<file path="config.mk">
export PLATFORM = sky130hd
export DESIGN_NAME = target_generator
export DESIGN_NICKNAME = d
export VERILOG_FILES = /design/src/rtl/snake_pkg.sv /design/src/rtl/lfsr_fib.sv /design/src/rtl/target_generator.sv
export SDC_FILE = /design/constraint.sdc
export NUM_CORES = 1
export LEC_CHECK = 0
export CAP_MARGIN = 10
export CELL_PAD_IN_SITES_DETAIL_PLACEMENT = 0
export CELL_PAD_IN_SITES_GLOBAL_PLACEMENT = 2
export CORE_UTILIZATION = 25
export DETAILED_ROUTE_END_ITERATION = 16
export HOLD_SLACK_MARGIN = 0.03
export PLACE_DENSITY = 0.72
export SLEW_MARGIN = 10
export SYNTH_ARGS = -nofsm -noshare
export SYNTH_HDL_FRONTEND = slang
export SYNTH_SLANG_ARGS = --single-unit
</file>
<file path="constraint.sdc">
create_clock -name CLK -period 2.61 [get_ports CLK]
set_input_delay 0.783 -clock CLK [delete_from_list [all_inputs] [get_ports CLK]]
set_output_delay 0.783 -clock CLK [all_outputs]
set_load 0.02 [all_outputs]
</file>
<file path="src/rtl/snake_pkg.sv">
`default_nettype none
// ============================================================================
//  Module      : snake_pkg
//  Description : Shared grid limits, master-state codes, coordinate types and
//                target FSM encoding for the snake game blocks.
//  Revision    : 1.0 - initial release
// ============================================================================
package snake_pkg;

    localparam logic [7:0] GRID_MAX_X = 8'd79;
    localparam logic [6:0] GRID_MAX_Y = 7'd59;
    localparam logic [1:0] MSM_PLAY   = 2'b01;

    // Maximal-length feedback masks: x^8+x^6+x^5+x^4+1 and x^7+x^6+1
    localparam logic [7:0] LFSR_H_TAPS = 8'hB8;
    localparam logic [6:0] LFSR_V_TAPS = 7'h60;

    typedef logic [7:0] coord_x_t;
    typedef logic [6:0] coord_y_t;

    typedef enum logic [0:0] {
        ROLL = 1'b0,
        HOLD = 1'b1
    } tgt_state_t;

endpackage
`default_nettype wire

</file>
<file path="src/rtl/lfsr_fib.sv">
`default_nettype none
// ============================================================================
//  Module      : lfsr_fib
//  Description : Free-running Fibonacci LFSR; feedback is the XOR of the
//                TAPS-masked register shifted in at the LSB.
//  Revision    : 1.0 - initial release
// ============================================================================
module lfsr_fib #(
    parameter int               WIDTH = 8,
    parameter logic [WIDTH-1:0] TAPS  = {1'b1, {(WIDTH-1){1'b0}}},
    parameter logic [WIDTH-1:0] SEED  = {{(WIDTH-1){1'b0}}, 1'b1}
) (
    input  logic             CLK,
    input  logic             RESET,
    output logic [WIDTH-1:0] Q
);

    logic [WIDTH-1:0] lfsr_q;
    logic [WIDTH-1:0] lfsr_d;

    always_comb begin
        lfsr_d = {lfsr_q[WIDTH-2:0], ^(lfsr_q & TAPS)};
    end

    always_ff @(posedge CLK) begin
        if (RESET) begin
            lfsr_q <= SEED;
        end else begin
            lfsr_q <= lfsr_d;
        end
    end

    assign Q = lfsr_q;

endmodule
`default_nettype wire

</file>
<file path="src/rtl/target_generator.sv">
`default_nettype none
// ============================================================================
//  Module      : target_generator
//  Description : Places the red target on the grid by rejection-sampling two
//                LFSRs, re-rolling on each rising edge of TARGET_REACHED.
//  Revision    : 1.0 - initial release
// ============================================================================
module target_generator
    import snake_pkg::*;
#(
    parameter coord_x_t MAX_X       = GRID_MAX_X,
    parameter coord_y_t MAX_Y       = GRID_MAX_Y,
    parameter coord_x_t SEED_H      = 8'h2A,
    parameter coord_y_t SEED_V      = 7'h1A,
    parameter int       RETRY_LIMIT = 16
) (
    input  logic       CLK,
    input  logic       RESET,
    input  logic [1:0] MSM_STATE,
    input  logic       TARGET_REACHED,
    input  logic [7:0] SNAKE_HEAD_X,
    input  logic [6:0] SNAKE_HEAD_Y,
    output logic [7:0] TARGET_ADDR_H,
    output logic [6:0] TARGET_ADDR_V,
    output logic       TARGET_VALID,
    output logic [7:0] TARGET_COUNT
);

    localparam int                 RETRY_W    = $clog2(RETRY_LIMIT + 1);
    localparam logic [RETRY_W-1:0] RETRY_LAST = RETRY_W'(RETRY_LIMIT - 1);
    localparam coord_x_t           HALF_X     = MAX_X >> 1;
    localparam coord_y_t           HALF_Y     = MAX_Y >> 1;

    coord_x_t cand_h;
    coord_y_t cand_v;

    lfsr_fib #(
        .WIDTH (8),
        .TAPS  (LFSR_H_TAPS),
        .SEED  (SEED_H)
    ) u_lfsr_h (
        .CLK   (CLK),
        .RESET (RESET),
        .Q     (cand_h)
    );

    lfsr_fib #(
        .WIDTH (7),
        .TAPS  (LFSR_V_TAPS),
        .SEED  (SEED_V)
    ) u_lfsr_v (
        .CLK   (CLK),
        .RESET (RESET),
        .Q     (cand_v)
    );

    tgt_state_t         state_q,   state_d;
    logic [RETRY_W-1:0] retry_q,   retry_d;
    logic               reached_q, reached_d;
    logic [1:0]         msm_q,     msm_d;
    coord_x_t           addr_h_q,  addr_h_d;
    coord_y_t           addr_v_q,  addr_v_d;
    logic               valid_q,   valid_d;
    logic [7:0]         count_q,   count_d;

    logic     reach_edge;
    logic     new_game;
    logic     accept;
    logic     fb_on_head;
    coord_x_t fb_h;
    coord_y_t fb_v;

    always_comb begin
        reached_d  = TARGET_REACHED;
        msm_d      = MSM_STATE;
        reach_edge = TARGET_REACHED & ~reached_q;
        new_game   = (MSM_STATE == MSM_PLAY) && (msm_q != MSM_PLAY);

        accept = (cand_h <= MAX_X) && (cand_v <= MAX_Y) &&
                 !((cand_h == SNAKE_HEAD_X) && (cand_v == SNAKE_HEAD_Y));

        // Grid centre unless the head sits there, then the origin corner
        fb_on_head = (HALF_X == SNAKE_HEAD_X) && (HALF_Y == SNAKE_HEAD_Y);
        fb_h       = fb_on_head ? '0 : HALF_X;
        fb_v       = fb_on_head ? '0 : HALF_Y;

        state_d  = state_q;
        retry_d  = retry_q;
        addr_h_d = addr_h_q;
        addr_v_d = addr_v_q;
        valid_d  = valid_q;
        count_d  = count_q;

        case (state_q)
            ROLL: begin
                if (new_game) begin
                    count_d = '0;
                end
                if (accept) begin
                    addr_h_d = cand_h;
                    addr_v_d = cand_v;
                    valid_d  = 1'b1;
                    retry_d  = '0;
                    state_d  = HOLD;
                end else if (retry_q == RETRY_LAST) begin
                    addr_h_d = fb_h;
                    addr_v_d = fb_v;
                    valid_d  = 1'b1;
                    retry_d  = '0;
                    state_d  = HOLD;
                end else begin
                    retry_d = retry_q + RETRY_W'(1);
                    valid_d = 1'b0;
                end
            end
            HOLD: begin
                if (new_game) begin
                    valid_d = 1'b0;
                    count_d = '0;
                    state_d = ROLL;
                end else if (reach_edge) begin
                    valid_d = 1'b0;
                    count_d = (count_q == 8'hFF) ? count_q : count_q + 8'd1;
                    state_d = ROLL;
                end
            end
            default: begin
                state_d = ROLL;
            end
        endcase
    end

    always_ff @(posedge CLK) begin
        if (RESET) begin
            state_q   <= ROLL;
            retry_q   <= '0;
            reached_q <= 1'b0;
            addr_h_q  <= HALF_X;
            addr_v_q  <= HALF_Y;
            valid_q   <= 1'b0;
            count_q   <= '0;
        end else begin
            state_q   <= state_d;
            retry_q   <= retry_d;
            reached_q <= reached_d;
            addr_h_q  <= addr_h_d;
            addr_v_q  <= addr_v_d;
            valid_q   <= valid_d;
            count_q   <= count_d;
        end
    end

    // Master state is tracked through reset so a held play state never looks new
    always_ff @(posedge CLK) begin
        msm_q <= msm_d;
    end

    assign TARGET_ADDR_H = addr_h_q;
    assign TARGET_ADDR_V = addr_v_q;
    assign TARGET_VALID  = valid_q;
    assign TARGET_COUNT  = count_q;

endmodule
`default_nettype wire
</file>
==> reports/results.ini, run 1 <==
[finish]
layout.cells.most_common_list=48 x sky130_fd_sc_hd__dfxtp_1, 43 x sky130_fd_sc_hd__clkdlybuf4s50_1, 20 x sky130_fd_sc_hd__nor2_1
filler_cell_count=834
nets=296
fin_cells=375
seq_area_um2=960.9
mostFrequentLayoutCell=sky130_fd_sc_hd__dfxtp_1
utilization_pct=35.12
post_route_cells_drive_above_1_share_pct=11.36
diodes=0
multi_input_comb_area_mm2=0.001064
syn_to_final_growth_pct=33.07
postLayoutCellArea_mm2=0.002784

[worst_setup_path]
timing.critical_path.slowest_stage_cell=sky130_fd_sc_hd__clkdlybuf4s50_1
crit_path_start_kind=input port
max_stage_delay_ns=0.44
worst-path-max-fanout=9
r2r-start=TARGET_COUNT[0]$_SDFFE_PP0P_
worst-setup-path-type=in -> reg
cp_cell_sequence=clkdlybuf4s50_1 -> xor2_1 -> nor4_2 -> nand4_1 -> o31a_1 -> a21oi_4 -> o32a_1
critical_path.top_delay_family=compound AO/OA/AOI/OAI gates
regToRegEndpoint=TARGET_COUNT[7]$_SDFFE_PP0P_
timing.reg2reg.setup_slack_ns=0.61
crit_path_end_kind=flip-flop
worst-r2r-cell-count=7
critical_path.n_buffers_inverters=1
critical_path_required_ns=2.85
worstSetupPathDepth=7
critPathArrivalTime_ns=2.69

[pwr]
register_share_of_total_power_pct=48.6
power.share.switching_pct=27.06
p_int_mw=1.259
power.ir.vdd_worst_mv=0.3189
power_density_mw_per_mm2=620.1
combinational_power_share_pct=20.7
clock_power_share_pct=30.7
static-leakage-power_nw=1.009
net-switching-power_mw=0.4671

[hold_path]
timing.hold.worst_endpoint=TARGET_ADDR_H[7]$_SDFFE_PP0P_
min-delay-start=TARGET_ADDR_H[7]$_SDFFE_PP0P_
min_delay_path_depth=1
hold_class=reg -> reg

[clock_tree]
tritoncts_clock_tree=built
clk_path_buf_depth=2
cts_made_buffers=5
number_of_clock_sinks=48
clock_insertion_delay_worst_skew_ns=0.29
cts_max_level=2
post-cts-setup-buffer-count=0
clkTransAtPathRegs_ns=0.09
clk_root_buffer_cell=sky130_fd_sc_hd__clkbuf_8
cts_repair_resize_count=0
holdBufCountCts=0

[die]
floorplan.core_area_mm2=0.007928
die-width_um=93.48
design.portCount=44
die_h_um=93.48
die_area_mm2=0.008738
core.rowCount=32
initial_core_util_pct=26.39

[sta]
timing_worst_slew_pin_value_ns=0.5435
rsz0062_at_grt=false
setup_violation_total_in_the_final_timing_report=0
final-hold-violation-count=0
post-route-min-period_ns=2.442
final.period_utilization_pct=93.55
clock_skews_ns=0.004753
totalNegativeSetupSlack_ns=0
slew_headroom_pct=63.76
layout_setup_ws_ns=0.1683
slew_violations=0
achievable-frequency_mhz=409.6

[synth]
yosys_register_bits=48
synth.cell_area_mm2=0.002092
total_nets_after_synthesis=246
synth_cells=222
synthesis.area_per_instance_um2=9.423
synth_warnings=0
yosysSeqAreaShare_pct=45.93
post_synth_num_cell_types=40

[job]
maxCapViolCount=0

[place]
place_hpwl_mm=3.730
place.detailed.instances=367
io_buffer_count=43
gp_congestion=0.8015
pre_cts_ws_ns=-0.1793
dpl_cell_area_mm2=0.002673

[detailed_routing]
drc_marker_count_from_the_first_detailed_route_iteration=57
drt_pre_antenna_iters=4
detail-route-antenna-nets=0
drt_wl_total_mm=4.976
detail_route.drc_violations=0
wl_per_cell_um=13.27
routed_via_density=4.539
vias_after_detailed_routing=1702

[grt]
combined_global_route_utilization_of_all_metal_layers_pct=12.61
gr-total-overflow=0
grt_start_max_net_pins=42
grt_first_pass_wirelength_mm=8.507
antenna_violations_before_repair=0
number_of_global_route_vias_before_repair=1671

[outcome]
status=completed

-- worst reg2reg max path: stages, from the launching register on --
cell                       delay [ns]
sky130_fd_sc_hd__dfxtp_1         0.43
sky130_fd_sc_hd__ha_1            0.23
sky130_fd_sc_hd__nand3_1         0.18
sky130_fd_sc_hd__o311ai_2        0.48
sky130_fd_sc_hd__nand2_1         0.21
sky130_fd_sc_hd__nand4_1         0.16
sky130_fd_sc_hd__xor2_1          0.15
sky130_fd_sc_hd__nor2_1          0.05
-- per-layer routing --
metal	part of all wire, %	global-route usage (%)	vias to the layer above
met2	45	18.81	28
li1	-	-	882
met3	2.9	2.276	4
met5	0	0	-
met4	1.1	4.231	0
met1	51	18.13	788
-- stage by stage --
step                hold WS, ns  power (mW)
global placement         0.4577       1.220
floorplan                0.4513       1.060
finish                   0.4809       1.726
global route             0.5037       1.837
CTS                      0.4807       1.756
detailed placement       0.4680       1.219
-- flip-flops by register name, indices dropped and copies added (netlist names) --
signal and cells:
msm_q 2, TARGET_VALID 1, state_q 1, reached_q 1, u_lfsr_v.Q 7, u_lfsr_h.Q 8, TARGET_ADDR_V 7, retry_q 5
TARGET_COUNT 8, TARGET_ADDR_H 8
-- synth_stat cells --
library cell               instances  area [um^2]
sky130_fd_sc_hd__a22o_1            1        8.760
sky130_fd_sc_hd__nor2b_1           8        50.05
sky130_fd_sc_hd__or2_2             6        37.54
sky130_fd_sc_hd__and2_1            7        43.79
sky130_fd_sc_hd__dfxtp_1          48        960.9
sky130_fd_sc_hd__nand2_1          17        63.81
sky130_fd_sc_hd__mux2i_1           1        10.01
sky130_fd_sc_hd__nor4_1            1        6.260
sky130_fd_sc_hd__xnor2_1          12        105.1
sky130_fd_sc_hd__a21oi_4           1        16.27
sky130_fd_sc_hd__a22oi_1           3        22.52
sky130_fd_sc_hd__a21oi_1           4        20.02
sky130_fd_sc_hd__inv_1             6        22.52
sky130_fd_sc_hd__nand3_1          10        50.05
sky130_fd_sc_hd__and3_1            1        6.260
sky130_fd_sc_hd__o311ai_2          1        16.27
sky130_fd_sc_hd__a21oi_2           1        8.760
sky130_fd_sc_hd__nor4_2            1        12.51
sky130_fd_sc_hd__o22ai_1           1        6.260
sky130_fd_sc_hd__or3_1             3        18.77
sky130_fd_sc_hd__nand2b_1          1        6.260
sky130_fd_sc_hd__o221a_2           1        11.26
sky130_fd_sc_hd__nor3_1            5        25.02
sky130_fd_sc_hd__clkbuf_1          7        26.28
sky130_fd_sc_hd__nand3b_1          5        37.54
sky130_fd_sc_hd__buf_6             1        11.26
sky130_fd_sc_hd__a21o_1            1        7.510
sky130_fd_sc_hd__o21ai_0           5        25.02
sky130_fd_sc_hd__nor3b_1           4        30.03
sky130_fd_sc_hd__o31a_1            1        8.760
sky130_fd_sc_hd__buf_4             1        7.510
sky130_fd_sc_hd__o32a_1            6        60.06
sky130_fd_sc_hd__nand4b_1          2        17.52
sky130_fd_sc_hd__ha_1              4        50.05
sky130_fd_sc_hd__xor2_1           10        87.58
sky130_fd_sc_hd__a31oi_1           6        37.54
sky130_fd_sc_hd__nand4_1           6        37.54
sky130_fd_sc_hd__o32a_2            2        22.52
sky130_fd_sc_hd__nor2_1           20        75.07
sky130_fd_sc_hd__o31ai_4           1        21.27
-- cell families (layout without fill, tap and decap cells) --
logic type / count (synthesis) / after routing / share of synthesized area (%)
DFF: 48 / 48 / 45.93
and+or+nand+nor: 97 / 97 / 24.76
muxes: 1 / 1 / 0.4785
adders and majority gates: 4 / 4 / 2.392
xor gates and xnor gates: 22 / 22 / 9.210
buffers and inverters: 15 / 66 / 3.230
AOI/OAI and AO/OA: 35 / 35 / 14.00
-- cell type report --
| class | count | area share, % |
|---|---|---|
| Timing Repair Buffer | 52 | 17.89 |
| Inverter | 6 | 0.8090 |
| Multi-Input combinational cell | 159 | 38.20 |
| Clock buffer | 5 | 2.472 |
| Tap cell | 102 | 4.584 |
| Sequential cell | 48 | 34.52 |
| Clock inverter | 3 | 1.528 |
-- how the worst max path moves through the flow --
stage	start	endpoint	slack [ns]
global placement	SNAKE_HEAD_X[6]	TARGET_ADDR_V[2]$_SDFFE_PP1P_	-0.16
finish	SNAKE_HEAD_X[6]	TARGET_ADDR_V[4]$_SDFFE_PP1P_	0.17
detailed placement	SNAKE_HEAD_X[6]	TARGET_ADDR_V[4]$_SDFFE_PP1P_	-0.18
CTS	SNAKE_HEAD_X[6]	TARGET_ADDR_V[0]$_SDFFE_PP1P_	0.14
global route	SNAKE_HEAD_X[6]	TARGET_ADDR_V[6]$_SDFFE_PP0P_	0.01
floorplan	SNAKE_HEAD_X[6]	TARGET_ADDR_H[0]$_SDFFE_PP1P_	0.39
-- power by group through the flow --
stage	Clock [mW]	Combinational, mW	Sequential, mW
3_3_place_gp	0	0.363	0.858
2_1_floorplan	0	0.181	0.879
6_report	0.530	0.358	0.839
4_1_cts	0.553	0.363	0.841
5_1_grt	0.595	0.393	0.849
3_5_place_dp	0	0.362	0.857
(Power assumes the default switching activity.)
==> run 2: changes to the inputs <==
--- a/config.mk
+++ b/config.mk
@@ -12,6 +12,7 @@
 export DETAILED_ROUTE_END_ITERATION = 16
 export HOLD_SLACK_MARGIN = 0.03
 export PLACE_DENSITY = 0.72
+export SKIP_CTS_REPAIR_TIMING = 1
 export SLEW_MARGIN = 10
 export SYNTH_ARGS = -nofsm -noshare
 export SYNTH_HDL_FRONTEND = slang
==> constraint.sdc (replaced) <==
create_clock -name CLK -period 2.9 [get_ports CLK]
set_input_delay 0.87 -clock CLK [delete_from_list [all_inputs] [get_ports CLK]]
set_output_delay 0.87 -clock CLK [all_outputs]
set_load 0.02 [all_outputs]
==> run 2 against run 1 <==
Against the previous run:
- clock skew rose by 0.0094 ns
- global-route usage is 0.37 points lower
- worst setup slack gained 0.16 ns
- combinational power down 16%
- sequential power decreased by 8.9%
- first-iteration DRC count grew 33%
- critical endpoint is now TARGET_ADDR_H[0]$_SDFFE_PP1P_
- largest power group unchanged
==> reports/results.ini, run 2 (synthesis results as in run 1) <==
[clock_tree]
tritoncts_clock_tree=built
clk_path_buf_depth=2  ; unchanged
number_of_clock_sinks=48  ; unchanged
cts_made_buffers=5  ; unchanged
clkTransAtPathRegs_ns=0.10  ; about the same
clk_root_buffer_cell=sky130_fd_sc_hd__clkbuf_8
cts_max_level=2  ; unchanged
clock_insertion_delay_worst_skew_ns=0.30  ; about the same

[die]
die-width_um=93.48  ; unchanged
die_h_um=93.48  ; unchanged
floorplan.core_area_mm2=0.007928  ; unchanged
die_area_mm2=0.008738  ; unchanged
design.portCount=44  ; unchanged
core.rowCount=32  ; unchanged
initial_core_util_pct=26.39  ; unchanged

[job]
maxCapViolCount=0  ; unchanged

[grt]
grt_start_max_net_pins=42  ; unchanged
number_of_global_route_vias_before_repair=1597  ; -4.4%
combined_global_route_utilization_of_all_metal_layers_pct=12.24  ; -0.37 points
grt_first_pass_wirelength_mm=8.142  ; -4.3%
antenna_violations_before_repair=0  ; unchanged
gr-total-overflow=0  ; unchanged

[pwr]
net-switching-power_mw=0.4330  ; -7.3%
combinational_power_share_pct=20.5  ; -0.2 points
power_density_mw_per_mm2=539.8  ; -13%
power.share.switching_pct=29.46  ; +2.4 points
power.ir.vdd_worst_mv=0.1897  ; -41%
static-leakage-power_nw=0.9784  ; -3.1%
power.total_mw=1.470  ; -15%
p_int_mw=1.037  ; -18%
register_share_of_total_power_pct=52.0  ; +3.4 points
clock_power_share_pct=27.5  ; -3.2 points

[sta]
layout_setup_ws_ns=0.3309  ; +0.1626 ns
final-hold-violation-count=0  ; unchanged
post-route-min-period_ns=2.569
timing_worst_slew_pin_value_ns=0.7013  ; +0.1577 ns
clock_skews_ns=0.01418  ; +0.009426 ns
achievable-frequency_mhz=389.2
final.period_utilization_pct=88.59
fin_hold_ws_ns=0.4789  ; -0.001973 ns
rsz0062_at_grt=false
setup_violation_total_in_the_final_timing_report=0  ; unchanged
slew_violations=0  ; unchanged
slew_headroom_pct=53.19  ; -11 points

[worst_setup_path]
crit_path_start_kind=input port
worst-setup-path-type=in -> reg
critical_path_required_ns=3.16  ; +0.31 ns
startpoint=SNAKE_HEAD_X[6]
timing.critical_path.slowest_stage_cell=sky130_fd_sc_hd__clkdlybuf4s50_1
worst-path-max-fanout=10  ; +1
critical_path.top_delay_family=compound AO/OA/AOI/OAI gates
critical_path.n_buffers_inverters=1  ; unchanged
cp_cell_sequence=clkdlybuf4s50_1 -> xor2_1 -> nor4_2 -> nand4_1 -> o31a_1 -> a21oi_4 -> o32a_1
max_stage_delay_ns=0.44  ; about the same
timing.reg2reg.setup_slack_ns=0.89  ; +0.28 ns
critPathArrivalTime_ns=2.82  ; +0.13 ns
crit_path_end_kind=flip-flop
r2r-start=TARGET_COUNT[0]$_SDFFE_PP0P_

[detailed_routing]
drt_pre_antenna_iters=4  ; unchanged
detail-route-antenna-nets=0  ; unchanged
vias_after_detailed_routing=1691  ; -0.65%
wl_per_cell_um=13.54  ; +2.0%
drt_wl_total_mm=5.010  ; +0.68%
drc_marker_count_from_the_first_detailed_route_iteration=76  ; +33%
detail_route.drc_violations=0  ; unchanged
routed_via_density=4.570  ; +0.70%

[finish]
postLayoutCellArea_mm2=0.002723  ; -2.2%
mostFrequentLayoutCell=sky130_fd_sc_hd__dfxtp_1
post_route_cells_drive_above_1_share_pct=9.701  ; -1.7 points
diodes=0  ; unchanged
layout.cells.most_common_list=48 x sky130_fd_sc_hd__dfxtp_1, 43 x sky130_fd_sc_hd__clkdlybuf4s50_1, 20 x sky130_fd_sc_hd__nor2_1
fin_cells=370  ; -1.3%
nets=291  ; -1.7%
seq_area_um2=960.9  ; unchanged
syn_to_final_growth_pct=30.14
multi_input_comb_area_mm2=0.001064  ; unchanged
filler_cell_count=842  ; +0.96%

[place]
place_hpwl_mm=3.665  ; -1.7%
pre_cts_ws_ns=-0.006070  ; +0.1732 ns
gp_congestion=0.7374  ; -8.0%
io_buffer_count=43  ; unchanged
place.detailed.instances=362  ; -1.4%
dpl_cell_area_mm2=0.002635  ; -1.4%

[outcome]
status=completed

[hold_path]
hold_class=reg -> reg
min-delay-start=retry_q[4]$_SDFFE_PP0N_

## run 2: power by group through the flow
| stage | clock [mW] | sequential [mW] | combinational (mW) |
|---|---|---|---|
| after floorplan | 0 | 0.792 | 0.163 |
| after global placement | 0 | 0.781 | 0.305 |
| after detailed placement | 0 | 0.780 | 0.304 |
| after CTS | 0.421 | 0.765 | 0.305 |
| after global routing | 0.448 | 0.773 | 0.330 |
| final | 0.404 | 0.764 | 0.301 |
## run 2: stage by stage
| stage | utilization, % | TNS, ns |
|---|---|---|
| floorplan | - | 0 |
| global placement | 33.24 | 0 |
| detailed placement | 33.24 | -0.006070 |
| CTS | 34.34 | 0 |
| global route | 34.34 | 0 |
| finish | 34.34 | 0 |
## run 2: path summary, 6_finish.rpt
kind                                        end  depth (start not counted)
setup / recovery  TARGET_ADDR_H[0]$_SDFFE_PP1P_                          7
hold / removal          retry_q[4]$_SDFFE_PP0N_                          1
setup reg to reg   TARGET_COUNT[7]$_SDFFE_PP0P_                          7
hold reg to reg         retry_q[4]$_SDFFE_PP0N_                          1
## run 2: layout make-up
type                            instances  area share, %
Timing Repair Buffer                   47          16.91
Clock inverter                          3         0.6893
Sequential cell                        48          35.29
Multi-Input combinational cell        159          39.06
Clock buffer                            5          2.528
Tap cell                              102          4.687
Inverter                                6         0.8272
## run 2: per-layer routing
| metal | GRT usage, % | share of wire (%) | vias to the layer above |
|---|---|---|---|
| met1 | 17.63 | 52 | 790 |
| met3 | 2.439 | 2.9 | 4 |
| met4 | 4.615 | 1.3 | 0 |
| li1 | - | - | 867 |
| met5 | 0 | 0 | - |
| met2 | 17.77 | 43 | 30 |
## run 2: worst register-to-register path, cell delays in order (launching register included)
cell and delay (ns):
sky130_fd_sc_hd__dfxtp_1 0.44, sky130_fd_sc_hd__ha_1 0.24, sky130_fd_sc_hd__nand3_1 0.17, sky130_fd_sc_hd__o311ai_2 0.49, sky130_fd_sc_hd__nand2_1 0.21, sky130_fd_sc_hd__nand4_1 0.17, sky130_fd_sc_hd__xor2_1 0.15, sky130_fd_sc_hd__nor2_1 0.05
==> run 3: changes to the inputs <==
--- a/config.mk
+++ b/config.mk
@@ -5,13 +5,14 @@
 export SDC_FILE = /design/constraint.sdc
 export NUM_CORES = 1
 export LEC_CHECK = 0
+export ABC_CLOCK_PERIOD_IN_PS = 2060
 export CAP_MARGIN = 10
 export CELL_PAD_IN_SITES_DETAIL_PLACEMENT = 0
 export CELL_PAD_IN_SITES_GLOBAL_PLACEMENT = 2
 export CORE_UTILIZATION = 25
 export DETAILED_ROUTE_END_ITERATION = 16
 export HOLD_SLACK_MARGIN = 0.03
-export PLACE_DENSITY = 0.72
+export PLACE_DENSITY = 0.75
 export SKIP_CTS_REPAIR_TIMING = 1
 export SLEW_MARGIN = 10
 export SYNTH_ARGS = -nofsm -noshare
==> constraint.sdc (replaced) <==
create_clock -name CLK -period 2.06 [get_ports CLK]
set_input_delay 0.618 -clock CLK [delete_from_list [all_inputs] [get_ports CLK]]
set_output_delay 0.618 -clock CLK [all_outputs]
set_load 0.02 [all_outputs]
==> run 3 against run 2 <==
Against the previous run:
- the run now ends with setup timing left
- power grew 57%
- wire length rose by 8.2%
- global-route usage increased by 0.86 points
- critical endpoint is now TARGET_ADDR_H[5]$_SDFFE_PP1P_
- largest power group unchanged
==> reports/results.ini, run 3 (synthesis results as in run 1) <==
[die]
die_area_mm2=0.008738  ; unchanged
die-width_um=93.48  ; unchanged
core.rowCount=32  ; unchanged
die_h_um=93.48  ; unchanged
initial_core_util_pct=26.39  ; unchanged
floorplan.core_area_mm2=0.007928  ; unchanged
design.portCount=44  ; unchanged

[detailed_routing]
detail-route-antenna-nets=0  ; unchanged
routed_via_density=4.531  ; -0.85%
wl_per_cell_um=13.65  ; +0.84%
vias_after_detailed_routing=1799  ; +6.4%
drt_wl_total_mm=5.421  ; +8.2%
drc_marker_count_from_the_first_detailed_route_iteration=83  ; +9.2%
detail_route.drc_violations=0  ; unchanged
drt_pre_antenna_iters=4  ; unchanged

[finish]
syn_to_final_growth_pct=46.95
filler_cell_count=822  ; -2.4%
seq_area_um2=962.2  ; +0.13%
nets=318  ; +9.3%
mostFrequentLayoutCell=sky130_fd_sc_hd__dfxtp_1
postLayoutCellArea_mm2=0.003074  ; +13%
layout.cells.most_common_list=47 x sky130_fd_sc_hd__dfxtp_1, 26 x sky130_fd_sc_hd__buf_4, 25 x sky130_fd_sc_hd__clkdlybuf4s50_1
multi_input_comb_area_mm2=0.001149  ; +8.0%
post_route_cells_drive_above_1_share_pct=22.03  ; +12 points
diodes=0  ; unchanged

[worst_setup_path]
critPathArrivalTime_ns=2.35  ; -0.47 ns
timing.critical_path.slowest_stage_cell=sky130_fd_sc_hd__o31ai_4
critical_path_required_ns=2.26  ; -0.90 ns
r2r-start=u_lfsr_v.Q[0]$_SDFF_PP0_
cp_cell_sequence=buf_8 -> xor2_2 -> nor4_2 -> nand4_1 -> buf_4 -> o31ai_4 -> buf_4 -> buf_6 -> buf_6 -> nor2_2 -> o32a_1
worst-setup-path-type=in -> reg
crit_path_start_kind=input port
crit_path_end_kind=flip-flop
regToRegEndpoint=TARGET_ADDR_H[5]$_SDFFE_PP1P_
critical_path.n_buffers_inverters=5  ; +4
max_stage_delay_ns=0.30  ; -0.14 ns
timing.reg2reg.setup_slack_ns=-0.07  ; -0.96 ns
worst-r2r-cell-count=10  ; +3
worst-path-max-fanout=6  ; -4
critical_path.top_delay_family=buffers and inverters

[pwr]
power.total_mw=2.312  ; +57%
combinational_power_share_pct=22.8  ; +2.3 points
p_int_mw=1.678  ; +62%
clock_power_share_pct=31.2  ; +3.7 points
register_share_of_total_power_pct=46.0  ; -6.0 points
static-leakage-power_nw=1.316  ; +34%
net-switching-power_mw=0.6337  ; +46%
power.ir.vdd_worst_mv=0.2668  ; +41%
power_density_mw_per_mm2=751.9  ; +39%
power.share.switching_pct=27.41  ; -2.0 points

[grt]
number_of_global_route_vias_before_repair=1719  ; +7.6%
grt_first_pass_wirelength_mm=8.790  ; +8.0%
combined_global_route_utilization_of_all_metal_layers_pct=13.10  ; +0.86 points
grt_start_max_net_pins=42  ; unchanged
gr-total-overflow=0  ; unchanged
antenna_violations_before_repair=0  ; unchanged

[clock_tree]
cts_made_buffers=5  ; unchanged
cts_max_level=2  ; unchanged
clock_insertion_delay_worst_skew_ns=0.31  ; about the same
clkTransAtPathRegs_ns=0.10  ; about the same
clk_root_buffer_cell=sky130_fd_sc_hd__clkbuf_8
tritoncts_clock_tree=built
number_of_clock_sinks=48  ; unchanged
clk_path_buf_depth=2  ; unchanged

[sta]
final.period_utilization_pct=104.0
slew_violations=0  ; unchanged
timing_worst_slew_pin_value_ns=0.4620  ; -0.2392 ns
rsz0062_at_grt=true
post-route-min-period_ns=2.143
setup_violation_total_in_the_final_timing_report=15  ; +15
layout_setup_ws_ns=-0.08296  ; -0.4139 ns
achievable-frequency_mhz=466.6
slew_headroom_pct=69.20  ; +16 points
final-hold-violation-count=0  ; unchanged
clock_skews_ns=0.01158  ; -0.002601 ns

[hold_path]
min_delay_path_depth=1  ; unchanged
hold_class=reg -> reg
min-delay-start=retry_q[4]$_SDFFE_PP0N_
timing.hold.worst_endpoint=retry_q[4]$_SDFFE_PP0N_

[place]
dpl_cell_area_mm2=0.002763  ; +4.8%
pre_cts_ws_ns=-0.6108  ; -0.6048 ns
gp_congestion=0.7702  ; +4.4%
io_buffer_count=43  ; unchanged
place_hpwl_mm=3.833  ; +4.6%

[outcome]
failing_checks=setup timing
status=complete, but fails checks

[job]
maxCapViolCount=0  ; unchanged

==> run 3: cell types whose count changed in the layout (fill, tap and decap cells not counted), moves of 2 or more <==
cell	change
sky130_fd_sc_hd__buf_4	+22
sky130_fd_sc_hd__clkdlybuf4s50_1	-18
sky130_fd_sc_hd__dlymetal6s2s_1	+15
sky130_fd_sc_hd__buf_6	+3
sky130_fd_sc_hd__clkinv_2	-2
sky130_fd_sc_hd__nor3b_1	-2
sky130_fd_sc_hd__nor3b_2	+2
==> run 3: per-stage QoR <==
step	TNS (ns)	instances	utilization, %	hold slack [ns]
6_report	-0.7457	397	38.78	0.4784
5_1_grt	-1.972	397	38.78	0.5005
4_1_cts	-4.121	387	36.38	0.4800
3_5_place_dp	-11.64	379	34.85	0.4659
3_3_place_gp	-11.50	379	34.85	0.4575
2_1_floorplan	0	222	-	0.4513
==> run 3: area by class of cell <==
type / count / share of cell area (%)
clock buffer: 6 / 2.686
clock inverter: 2 / 1.262
inverter: 6 / 0.7326
multi-input combinational: 161 / 37.36
sequential: 48 / 31.30
tap: 102 / 4.151
timing repair buffer: 72 / 22.51
==> run 3: worst register-to-register path: cells and delay by family (launching register included) <==
kind,cells,cell delay [ns]
AOI/OAI and AO/OA,2,0.46
DFF,1,0.36
buffers and inverters,4,0.56
xor gates and xnor gates,1,0.18
and+or+nand+nor,3,0.47
==> run 3: worst max path at each step <==
stage                              from                            end  slack [ns]  depth (start not counted)
5_1_grt        u_lfsr_v.Q[0]$_SDFF_PP0_  TARGET_ADDR_H[5]$_SDFFE_PP1P_       -0.14                         10
4_1_cts                 SNAKE_HEAD_X[6]  TARGET_ADDR_H[1]$_SDFFE_PP1P_       -0.28                          7
6_report                SNAKE_HEAD_Y[0]  TARGET_ADDR_H[5]$_SDFFE_PP1P_       -0.08                         11
3_3_place_gp            SNAKE_HEAD_X[6]  TARGET_ADDR_V[2]$_SDFFE_PP1P_       -0.59                          7
3_5_place_dp            SNAKE_HEAD_X[6]  TARGET_ADDR_H[1]$_SDFFE_PP1P_       -0.61                          7
2_1_floorplan           SNAKE_HEAD_X[6]  TARGET_ADDR_H[0]$_SDFFE_PP1P_       0.002                          7
==> run 3: metal layers <==
metal	wire length [um]	GRT usage, %
met3	174	2.602
met1	2701	18.46
met4	73	4.231
met5	0	0
met2	2472	19.91
==> run 3: power groups by stage <==
| stage | sequential, mW | combinational, mW | clock (mW) |
|---|---|---|---|
| 2_1_floorplan | 1.11 | 0.229 | 0 |
| 3_3_place_gp | 1.08 | 0.479 | 0 |
| 3_5_place_dp | 1.08 | 0.482 | 0 |
| 4_1_cts | 1.06 | 0.483 | 0.743 |
| 5_1_grt | 1.08 | 0.575 | 0.782 |
| 6_report | 1.06 | 0.528 | 0.721 |
